## src/rtl/adder_nibble_seq.sv

```systemverilog
// Sequential adder: one 4-bit slice reused per cycle, LS nibble first, carry held in a register.
// Optional subtract mode is compiled in when ADDER_NIBBLE_SEQ_SUB_EN is defined.
module adder_nibble_seq #(
    parameter int unsigned NIBBLES = 4
) (
    input  logic                   clk,
    input  logic                   reset_n,
    input  logic                   start,
    input  logic [4*NIBBLES-1:0]   op_a,
    input  logic [4*NIBBLES-1:0]   op_b,
    input  logic                   cin,
`ifdef ADDER_NIBBLE_SEQ_SUB_EN
    input  logic                   sub,
`endif
    output logic                   busy,
    output logic                   done,
    output logic [4*NIBBLES-1:0]   result,
    output logic                   cout
);

    localparam int unsigned W    = 4 * NIBBLES;
    localparam int unsigned IdxW = $clog2(NIBBLES);
    localparam logic [IdxW-1:0] IdxLast = IdxW'(NIBBLES - 1);

    typedef enum logic [1:0] {StIdle, StRun, StDone} state_e;

    state_e            state_q, state_d;
    logic [W-1:0]      a_q, a_d;
    logic [W-1:0]      b_q, b_d;
    logic [W-1:0]      res_q, res_d;
    logic [IdxW-1:0]   idx_q, idx_d;
    logic              carry_q, carry_d;
    logic              cout_q, cout_d;

    logic              sub_eff;
    logic [IdxW+1:0]   base;
    logic [3:0]        nib_a, nib_b;
    logic [4:0]        slice_sum;

`ifdef ADDER_NIBBLE_SEQ_SUB_EN
    assign sub_eff = sub;
`else
    assign sub_eff = 1'b0;
`endif

    // The single 4-bit slice; its carry only ever reaches the next nibble through carry_q.
    assign base      = {idx_q, 2'b00};
    assign nib_a     = a_q[base +: 4];
    assign nib_b     = b_q[base +: 4];
    assign slice_sum = {1'b0, nib_a} + {1'b0, nib_b} + {4'b0000, carry_q};

    always_comb begin
        state_d = state_q;
        a_d     = a_q;
        b_d     = b_q;
        res_d   = res_q;
        idx_d   = idx_q;
        carry_d = carry_q;
        cout_d  = cout_q;
        unique case (state_q)
            StIdle: begin
                if (start) begin
                    a_d     = op_a;
                    // Subtraction: A + ~B + 1, so invert B once at capture.
                    b_d     = sub_eff ? ~op_b : op_b;
                    carry_d = sub_eff ? 1'b1 : cin;
                    idx_d   = '0;
                    state_d = StRun;
                end
            end
            StRun: begin
                res_d[base +: 4] = slice_sum[3:0];
                carry_d          = slice_sum[4];
                if (idx_q == IdxLast) begin
                    cout_d  = slice_sum[4];
                    state_d = StDone;
                end else begin
                    idx_d = idx_q + 1'b1;
                end
            end
            StDone: state_d = StIdle;
            default: state_d = StIdle;
        endcase
    end

    always_ff @(posedge clk or negedge reset_n) begin
        if (!reset_n) begin
            state_q <= StIdle;
            a_q     <= '0;
            b_q     <= '0;
            res_q   <= '0;
            idx_q   <= '0;
            carry_q <= 1'b0;
            cout_q  <= 1'b0;
        end else begin
            state_q <= state_d;
            a_q     <= a_d;
            b_q     <= b_d;
            res_q   <= res_d;
            idx_q   <= idx_d;
            carry_q <= carry_d;
            cout_q  <= cout_d;
        end
    end

    assign busy   = (state_q == StRun) || (state_q == StDone);
    assign done   = (state_q == StDone);
    assign result = res_q;
    assign cout   = cout_q;

endmodule

```

## config.mk

```make
export PLATFORM = sky130hd
export DESIGN_NAME = adder_nibble_seq
export DESIGN_NICKNAME = d
export VERILOG_FILES = /design/src/rtl/adder_nibble_seq.sv
export SDC_FILE = /design/constraint.sdc
export NUM_CORES = 1
export LEC_CHECK = 0
export ABC_AREA = 1
export CORE_ASPECT_RATIO = 1.4
export CORE_UTILIZATION = 55
export DETAILED_ROUTE_END_ITERATION = 12
export MAX_ROUTING_LAYER = met4
export PLACE_DENSITY = 0.93
export SLEW_MARGIN = 40
export SYNTH_ARGS = -nofsm -noshare
export SYNTH_HDL_FRONTEND = slang
export SYNTH_SLANG_ARGS = --single-unit
```

## constraint.sdc

```tcl
create_clock -name clk -period 5.85 [get_ports clk]
set_input_delay 1.17 -clock clk [delete_from_list [all_inputs] [get_ports clk]]
set_output_delay 1.17 -clock clk [all_outputs]
set_load 0.05 [all_outputs]
```

==> Word level (Yosys, flattened, before mapping) <==
Index checks and enable logic that the tools add are counted.
{ "totals": {"regBits": 54, "in_bits": 36, "output_inout_bits": 19} }
{ "classes": {"add_sub_neg": 4, "n_eq_ne": 6, "n_shift": 4, "muxes": 9, "reduce_logical": 8} }
{ "ops": {"columns": ["op", "count"], "rows": [
  ["$shiftx A16 B5 Y4", 2],
  ["$bwmux W16", 1],
  ["$shift A4 B6 Y16 const A", 1],
  ["$shiftx A4 B6 Y16", 1],
  ["$mux W2", 4],
  ["$pmux W2 S2", 2],
  ["$reduce_and A2 Y1", 4],
  ["$ne A2 B2 Y1 const B", 3],
  ["$neg A4 Y6", 1],
  ["$add A4 B4 Y5", 1],
  ["$add A5 B1 Y5", 1],
  ["$eq A2 B2 Y1 const B", 2],
  ["$reduce_and A3 Y1", 1],
  ["$add A2 B1 Y2 const B", 1],
  ["$eq A2 B1 Y1 const B", 1],
  ["$logic_not A2 Y1", 1],
  ["$pmux W1 S2", 1],
  ["$reduce_bool A2 Y1", 1],
  ["$logic_or A1 B1 Y1", 1],
  ["$mux W1", 1]
]} }

==> Longest topological paths before layout <==
Gate-level depths: netlist of the first run.
{ "logic_depth": {"depth_word": 5, "ltp_mapped": 12, "ltp_nobuf": 10} }

==> Least setup slack after synthesis of the first run <==
Ideal clock, no wire load.
{ "synth_path": {"path_kind": "reg-to-reg", "start": "register idx_q[0]", "end": "register res_q[13], in the netlist result[13]", "setup_ns": 0.076, "arrival_ns": 2.179, "t_required_ns": 5.774, "slack_ns": 3.595, "path_stages_with_launch": 12, "n_path_buf": 2, "synth_period_minus_slack_ns": 2.255, "cell_sequence": "dfrtp_1 buf_4 inv_4 buf_4 o21ai_0 o22ai_1 fa_1 inv_1 fa_1 nor2_1 nand2_1 o21ai_1"} }
{ "synth_via": {"elab_chain_len": 5} }
{ "synth_rtl": {"columns": ["element", "line_no", "text"], "rows": [
  ["start: declaration", "31", "logic [IdxW-1:0] idx_q, idx_d;"],
  ["start signal: assignment", "100", "idx_q <= idx_d;"],
  ["$shiftx A16 B5 Y4 (on tied branches)", "48, 49", null],
  ["$add A4 B4 Y5", "50", "assign slice_sum = {1'b0, nib_a} + {1'b0, nib_b} + {4'b0000, carry_q};"],
  ["$add A5 B1 Y5", "50", null],
  ["$shiftx A4 B6 Y16", "72", "res_d[base +: 4] = slice_sum[3:0];"],
  ["$bwmux W16 *", "72", null],
  ["end signal: assignment", "99", "res_q <= res_d;"],
  ["end: declaration", "30", "logic [W-1:0] res_q, res_d;"]
]} }
Every way passes the cells marked *; elsewhere a longest branch is shown, timed or not.
A chain may end at the register's enable or synchronous reset.

==> Worst setup path after layout of the first run <==
{ "layout_path": {"start": "register state_q[0]", "end": "output busy"} }
{ "layout_via": {"elab_chain_len": 2} }
{ "layout_rtl": {"columns": ["element", "line_no", "text"], "rows": [
  ["start: declaration", "27", "state_e state_q, state_d;"],
  ["start signal: assignment", "88", "state_q <= StIdle;"],
  ["start signal: assignment", "96", "state_q <= state_d;"],
  ["$eq A2 B1 Y1 / $eq A2 B2 Y1 (equally long branches)", "106", "assign busy = (state_q == StRun) || (state_q == StDone);"],
  ["$logic_or A1 B1 Y1 *", "106", null],
  ["end: declaration", "15", "output logic busy,"]
]} }
Marked as above.

==> out/metrics.json, run 1 <==
{
  "status": {
    "outcome": "finished, final reports clean"
  },
  "power_and_ir_drop": {
    "pwr_density_cell_nw_per_um2": 592,
    "share_seq_of_total_power_pct": 33.2,
    "share_of_total_power_in_the_clock_network_pct": 10.3,
    "cell_int_power_uw": 1020,
    "finalPower_uw": 1980,
    "switching_share_of_power_pct": 48.6,
    "power_switching_uw": 963,
    "vdd.ir_drop.worst_uv": 268,
    "p_comb_share_pct": 56.4,
    "power.leakage_uw": 0.00164
  },
  "floorplan": {
    "die_h_microns": 85.1,
    "die_width_microns": 61.4,
    "num_rows": 29,
    "design.core.area_sq_um": 4640,
    "io_pins": 55,
    "start_util_pct": 58.4,
    "die-area_sq_um": 5220
  },
  "finish": {
    "areaGrowthSynthToFinish_pct": 23.6,
    "fillers": 374,
    "antenna_diode_instance_count": 0,
    "drive_gt1_share_pct": 9.41,
    "stdcell_count": 434,
    "nNetsFinal": 421
  },
  "route": {
    "first_iter_violations": 116,
    "drc_errors_left": 0,
    "detail_route.vias_per_cell": 5.23,
    "drt_first_pass_iters": 5,
    "drt-total-wl_mm": 5.58,
    "routed_wire_length_per_instance_microns": 12.9,
    "detailroute.via_count": 2271,
    "route.antenna.remaining_nets": 0
  },
  "logic_synthesis": {
    "post_synthesis_instance_total": 321,
    "netlist_top_cells_area": "sky130_fd_sc_hd__dfrtp_1 50%, sky130_fd_sc_hd__nand2_1 19%, sky130_fd_sc_hd__ha_1 5.5%, sky130_fd_sc_hd__nor2_1 2.6%, sky130_fd_sc_hd__o21ai_0 2.6%",
    "synth-adder-area-share_pct": 7.01,
    "seq_area_frac_synth_pct": 49.8,
    "dominantRegCellSynth": "sky130_fd_sc_hd__dfrtp_1",
    "synth_cell_types": 34,
    "synth.most_common_cell": "sky130_fd_sc_hd__nand2_1",
    "synth_compound_gate_area_share_pct": 10.3,
    "post_synth.cell_area_avg_sq_um": 8.45,
    "synth-xor-area-share_pct": 0.323,
    "synthesis.nets": 371,
    "synth-seq-cells": 54,
    "synthesis.area_sq_um": 2710,
    "synth.yosys.warnings": 0,
    "yosysTopAreaCell": "sky130_fd_sc_hd__dfrtp_1",
    "synth_top_cells_by_count": "138 x sky130_fd_sc_hd__nand2_1, 54 x sky130_fd_sc_hd__dfrtp_1, 19 x sky130_fd_sc_hd__nor2_1",
    "synth_top_area_share_pct": 49.8,
    "synth.mux.area_fraction_pct": 0,
    "ys_async_sr_fraction_pct": 100,
    "synth_top_family_by_area": "simple AND/OR/NAND/NOR gates",
    "number_of_enable_flip_flop_cells_after_synthesis": 0,
    "synth-simple-area-share_pct": 26.9
  },
  "grt": {
    "grt_pass1_vias": 2276,
    "overflow": 0,
    "grtUsageTotal_pct": 25.2,
    "grt_antenna_before_repair": 0,
    "grt_start_max_net_pins": 55,
    "grt_pass1_wl_mm": 9.51
  },
  "clocking": {
    "ctsRootBufferMaster": "sky130_fd_sc_hd__clkbuf_8",
    "cts.repair_timing.setup_buffer_count": 0,
    "cts_buffers": 5,
    "cts_repair_resize_count": 0,
    "cts_htree_levels": 2,
    "clkSlewWorstSetupHoldPaths_ps": 90,
    "clk-insertion-delay-late_ps": 310,
    "clock_net_sink_count": 54,
    "cts_hold_buf": 0,
    "cts_tree": "yes",
    "clockBufferDepth": 2
  },
  "worst_setup_path": {
    "timing.critical_path.from": "state_q[0]",
    "reg2reg_depth": 9,
    "path_class": "flip-flop to primary output",
    "worst_ep_required_time_ps": 4680,
    "setup.worst_path.start_class": "flip-flop",
    "critPathCaptureType": "primary output",
    "cp.arrival_ps": 1820,
    "maximum_fanout_along_the_worst_path": 3,
    "worst_r2r_endpoint": "result[13]",
    "regToRegSetupSlack_ps": 3190,
    "critPathCapture": "busy",
    "critical_path.reg2reg.startpoint": "idx_q[0]"
  },
  "timing": {
    "rsz0062_at_grt": "false",
    "timing.clock.skew_ps": 5.04,
    "finalSetupTns_ps": 0,
    "fmax_ghz": 0.335,
    "timing.final.max_slew_violations": 0,
    "period_needed_ps": 2990,
    "max_slew_margin_pct": 53.9,
    "period_share_pct": 51.1,
    "worst_slew_pin_slew_ps": 691,
    "finalHoldViolations": 0,
    "timing.final.setup_violations": 0
  },
  "placed_design": {
    "hpwl_mm": 4.19,
    "finalWeightedCongestion": 0.895,
    "buffer_ports.inserted": 54,
    "dpl.cell_count": 426
  },
  "min_path": {
    "timing.hold.worst.class": "flip-flop to flip-flop"
  },
  "job": {
    "drv_cap": 0
  }
}
[cell usage in the layout, fill, tap and decap left out, drive strengths merged, types with 2 or more instances in the layout]
master / Yosys / layout
buf: 10 / 2
dfrtp: 54 / 54
a21oi: 5 / 5
clkbuf: 2 / 7
o21ai: 28 / 28
nand4: 3 / 3
o31ai: 3 / 3
nor2: 21 / 21
ha: 12 / 12
nand3: 6 / 6
nand2: 141 / 141
clkdlybuf4s50: 0 / 53
o22ai: 6 / 6
a32oi: 2 / 2
fa: 2 / 2
inv: 20 / 20
or2: 2 / 2
[area by class of cell]
class	instances	area, sq um	area share, %
multi-input cells	235	1210	36.0
clock inverters	1	5.00	0.149
clock buffers	7	86.3	2.57
flip-flops and latches	54	1350	40.3
well taps	62	77.6	2.31
repair buffers	55	546	16.3
inverters	20	77.6	2.31
[metal layers]
metal  vias up  routed length (microns)  track usage (%)
li1       1118                        -                -
met1      1069                     2260             28.9
met2        66                     2960             41.0
met3        18                      184             4.42
met4         0                      182             13.3
met5         -                        0                -
[metrics by stage]
step	utilization [%]	area, sq um	hold slack (ps)	setup slack [ps]
detailed placement	70.2	3260	465	2820
finish	72.2	3350	488	2860
floorplan	-	2710	444	3590
global placement	70.2	3260	462	2900
global route	72.2	3350	519	2810
CTS	72.2	3350	489	2850
[power by group through the flow]
stage | logic (uW) | clock network (uW) | registers, uW
floorplan | 749 | 0 | 743
global placement | 1070 | 0 | 658
detailed placement | 1120 | 0 | 663
CTS | 1120 | 209 | 658
global route | 1240 | 224 | 678
finish | 1120 | 205 | 659
[state kept, by name, indices dropped and copies added (netlist names)]
register	count
b_q	16
a_q	16
state_q	2
idx_q	2
result	16
carry_q	1
cout	1
[worst min path at each step]
stage | depth (start not counted) | slack (ps) | start | end
floorplan | 2 | 440 | a_q[10] | a_q[10]
global placement | 2 | 460 | b_q[6] | b_q[6]
detailed placement | 2 | 470 | b_q[12] | b_q[12]
CTS | 2 | 490 | b_q[12] | b_q[12]
global route | 2 | 520 | result[9] | result[9]
finish | 2 | 490 | b_q[13] | b_q[13]
[worst max-delay path, stage by stage, from the launching register on]
cell and delay (ps):
sky130_fd_sc_hd__dfrtp_1 380, sky130_fd_sc_hd__inv_1 70, sky130_fd_sc_hd__ha_1 270, sky130_fd_sc_hd__clkdlybuf4s50_1 790
[logic make-up after synthesis]
| kind of cell | Yosys count |
|---|---|
| AO/OA/AOI/OAI | 45 |
| buffers and inverters | 32 |
| XOR/XNOR | 1 |
| AND/OR/NAND/NOR | 175 |
| adder cells (fa/ha/maj) | 14 |
| flip-flops | 54 |
(Power assumes the default switching activity.)
==> run 2: changes to the inputs <==
--- a/config.mk
+++ b/config.mk
@@ -7,10 +7,10 @@
 export LEC_CHECK = 0
 export ABC_AREA = 1
 export CORE_ASPECT_RATIO = 1.4
-export CORE_UTILIZATION = 55
+export CORE_UTILIZATION = 46
 export DETAILED_ROUTE_END_ITERATION = 12
 export MAX_ROUTING_LAYER = met4
-export PLACE_DENSITY = 0.93
+export PLACE_DENSITY = 0.84
 export SLEW_MARGIN = 40
 export SYNTH_ARGS = -nofsm -noshare
 export SYNTH_HDL_FRONTEND = slang
==> constraint.sdc (replaced) <==
create_clock -name clk -period 2.55 [get_ports clk]
set_input_delay 0.51 -clock clk [delete_from_list [all_inputs] [get_ports clk]]
set_output_delay 0.51 -clock clk [all_outputs]
set_load 0.05 [all_outputs]
==> run 2 against run 1 <==
Against the previous run: global-route usage shrank 3.1 points; sequential share of layout area shrank 0.51 points; clock-buffer cell count is the same; via count grew 0.31%; critical path type unchanged; critical endpoint unchanged; highest routed layer unchanged.
==> out/metrics.json, run 2 (synthesis gave the netlist of run 1 again) <==
{
  "finish": {
    "areaGrowthSynthToFinish_pct": 25.1,
    "nNetsFinal": 426,
    "final_cell_mix": "138 x sky130_fd_sc_hd__nand2_1, 53 x sky130_fd_sc_hd__dfrtp_1, 53 x sky130_fd_sc_hd__clkdlybuf4s50_1",
    "fillers": 495,
    "antenna_diode_instance_count": 0,
    "drive_gt1_share_pct": 10.6,
    "stdcell_count": 445,
    "layout.cells.most_common": "sky130_fd_sc_hd__nand2_1",
    "total_area_of_multi_input_combinational_cells_sq_um": 1210,
    "register_area_sq_um": 1350
  },
  "min_path": {
    "timing.hold.worst.class": "input pin to async pin"
  },
  "power_and_ir_drop": {
    "cell_int_power_uw": 2380,
    "share_seq_of_total_power_pct": 32.1,
    "power_switching_uw": 2260,
    "switching_share_of_power_pct": 48.7,
    "vdd.ir_drop.worst_uv": 528,
    "pwr_density_cell_nw_per_um2": 1360,
    "power.leakage_uw": 0.00166,
    "share_of_total_power_in_the_clock_network_pct": 10.6,
    "p_comb_share_pct": 57.3
  },
  "timing": {
    "period_needed_ps": 2340,
    "worst_slew_pin_slew_ps": 664,
    "timing.final.max_slew_violations": 0,
    "period_share_pct": 91.8,
    "finalSetupTns_ps": 0,
    "timing.final.setup_violations": 0,
    "finalWorstSetupSlack_ps": 209,
    "max_slew_margin_pct": 55.7,
    "timing.clock.skew_ps": 2.83,
    "rsz0062_at_grt": "false",
    "finalHoldViolations": 0,
    "fmax_ghz": 0.427
  },
  "clocking": {
    "cts_htree_levels": 2,
    "cts_tree": "yes",
    "ctsRootBufferMaster": "sky130_fd_sc_hd__clkbuf_8",
    "clockBufferDepth": 2,
    "clock_net_sink_count": 54,
    "clk-insertion-delay-late_ps": 300,
    "cts.repair_timing.setup_buffer_count": 0,
    "cts_buffers": 5,
    "clkSlewWorstSetupHoldPaths_ps": 90
  },
  "worst_setup_path": {
    "worst_ep_required_time_ps": 2040,
    "path_class": "flip-flop to primary output",
    "critPathCaptureType": "primary output",
    "maximum_fanout_along_the_worst_path": 3,
    "cp.arrival_ps": 1830,
    "setup.worst_path.start_class": "flip-flop"
  },
  "route": {
    "route.antenna.remaining_nets": 0,
    "detailroute.via_count": 2278,
    "drt-total-wl_mm": 5.86,
    "drt_first_pass_iters": 4,
    "first_iter_violations": 161,
    "detail_route.vias_per_cell": 5.12,
    "drc_errors_left": 0,
    "routed_wire_length_per_instance_microns": 13.2
  },
  "grt": {
    "grt_pass1_vias": 2252,
    "grt_antenna_before_repair": 0,
    "grt_pass1_wl_mm": 10.2,
    "globalRoute.busiestLayer": "met2",
    "grtUsageTotal_pct": 22.1,
    "overflow": 0,
    "grtUsageMet2_pct": 35.9,
    "grt_start_max_net_pins": 55,
    "grt_use_met3_pct": 3.33,
    "use_met1_pct": 27.0
  },
  "placed_design": {
    "finalWeightedCongestion": 0.891,
    "preCtsSetupSlack_ps": 231,
    "buffer_ports.inserted": 54,
    "dpl.cell_count": 437,
    "hpwl_mm": 4.47
  },
  "floorplan": {
    "die_h_microns": 92.9,
    "num_rows": 32,
    "io_pins": 55,
    "die-area_sq_um": 6220,
    "start_util_pct": 48.4,
    "die_width_microns": 66.9,
    "design.core.area_sq_um": 5610
  },
  "status": {
    "outcome": "finished, final reports clean"
  },
  "job": {
    "drv_cap": 0
  }
}
[run 2: cell types whose count changed in the layout (fill, tap and decap cells not counted)]
cell	change
sky130_fd_sc_hd__buf_2	+1
sky130_fd_sc_hd__buf_4	+4
[run 2: power groups by stage]
stage	sequential [uW]	clock, uW	combinational, uW
3_5_place_dp	1500	0	2650
3_3_place_gp	1490	0	2550
6_report	1490	490	2660
5_1_grt	1540	528	2950
4_1_cts	1490	491	2660
2_1_floorplan	1710	0	1720
[run 2: routing by layer]
metal,wire length [microns],vias up
li1,-,1132
met1,2410,1065
met2,3040,63
met3,215,18
met4,199,0
met5,0,-
[run 2: timing repair]
item | CTS | global route
gates resized for setup | 0 | 1
hold buffers | 0 | 0
setup endpoints to repair | 0 | 1
[run 2: worst max-delay path: stages, from the launching register on]
cell                              delay [ps]
sky130_fd_sc_hd__dfrtp_1                 380
sky130_fd_sc_hd__inv_1                    70
sky130_fd_sc_hd__ha_1                    280
sky130_fd_sc_hd__clkdlybuf4s50_1         790
[run 2: final cells by class]
type,count,share of cell area (%)
multi-input combinational,235,35.6
clock buffer,7,2.54
sequential,54,39.8
clock inverter,1,0.147
tap,68,2.51
inverter,20,2.28
timing repair buffer,60,17.1
[run 2: through the flow]
stage	utilization [%]	hold WS (ps)	area [sq um]	total power, uW
final	60.6	305	3400	4640
after global routing	60.6	372	3400	5010
after CTS	60.6	339	3390	4640
after detailed placement	58.9	461	3300	4160
after global placement	58.9	463	3300	4040
after floorplan	-	214	2710	3420
[run 2: final timing paths]
kind                             from          to  slack (ps)  depth (start not counted)
min reg2reg                    b_q[6]      b_q[6]         480                          2
min                           reset_n      a_q[3]         300                          2
min in group clk               b_q[6]      b_q[6]         480                          2
max                        state_q[0]        busy         210                          3
max reg2reg                  idx_q[1]  result[13]         210                          9
max in group asynchronous     reset_n    idx_q[0]        1770                          2
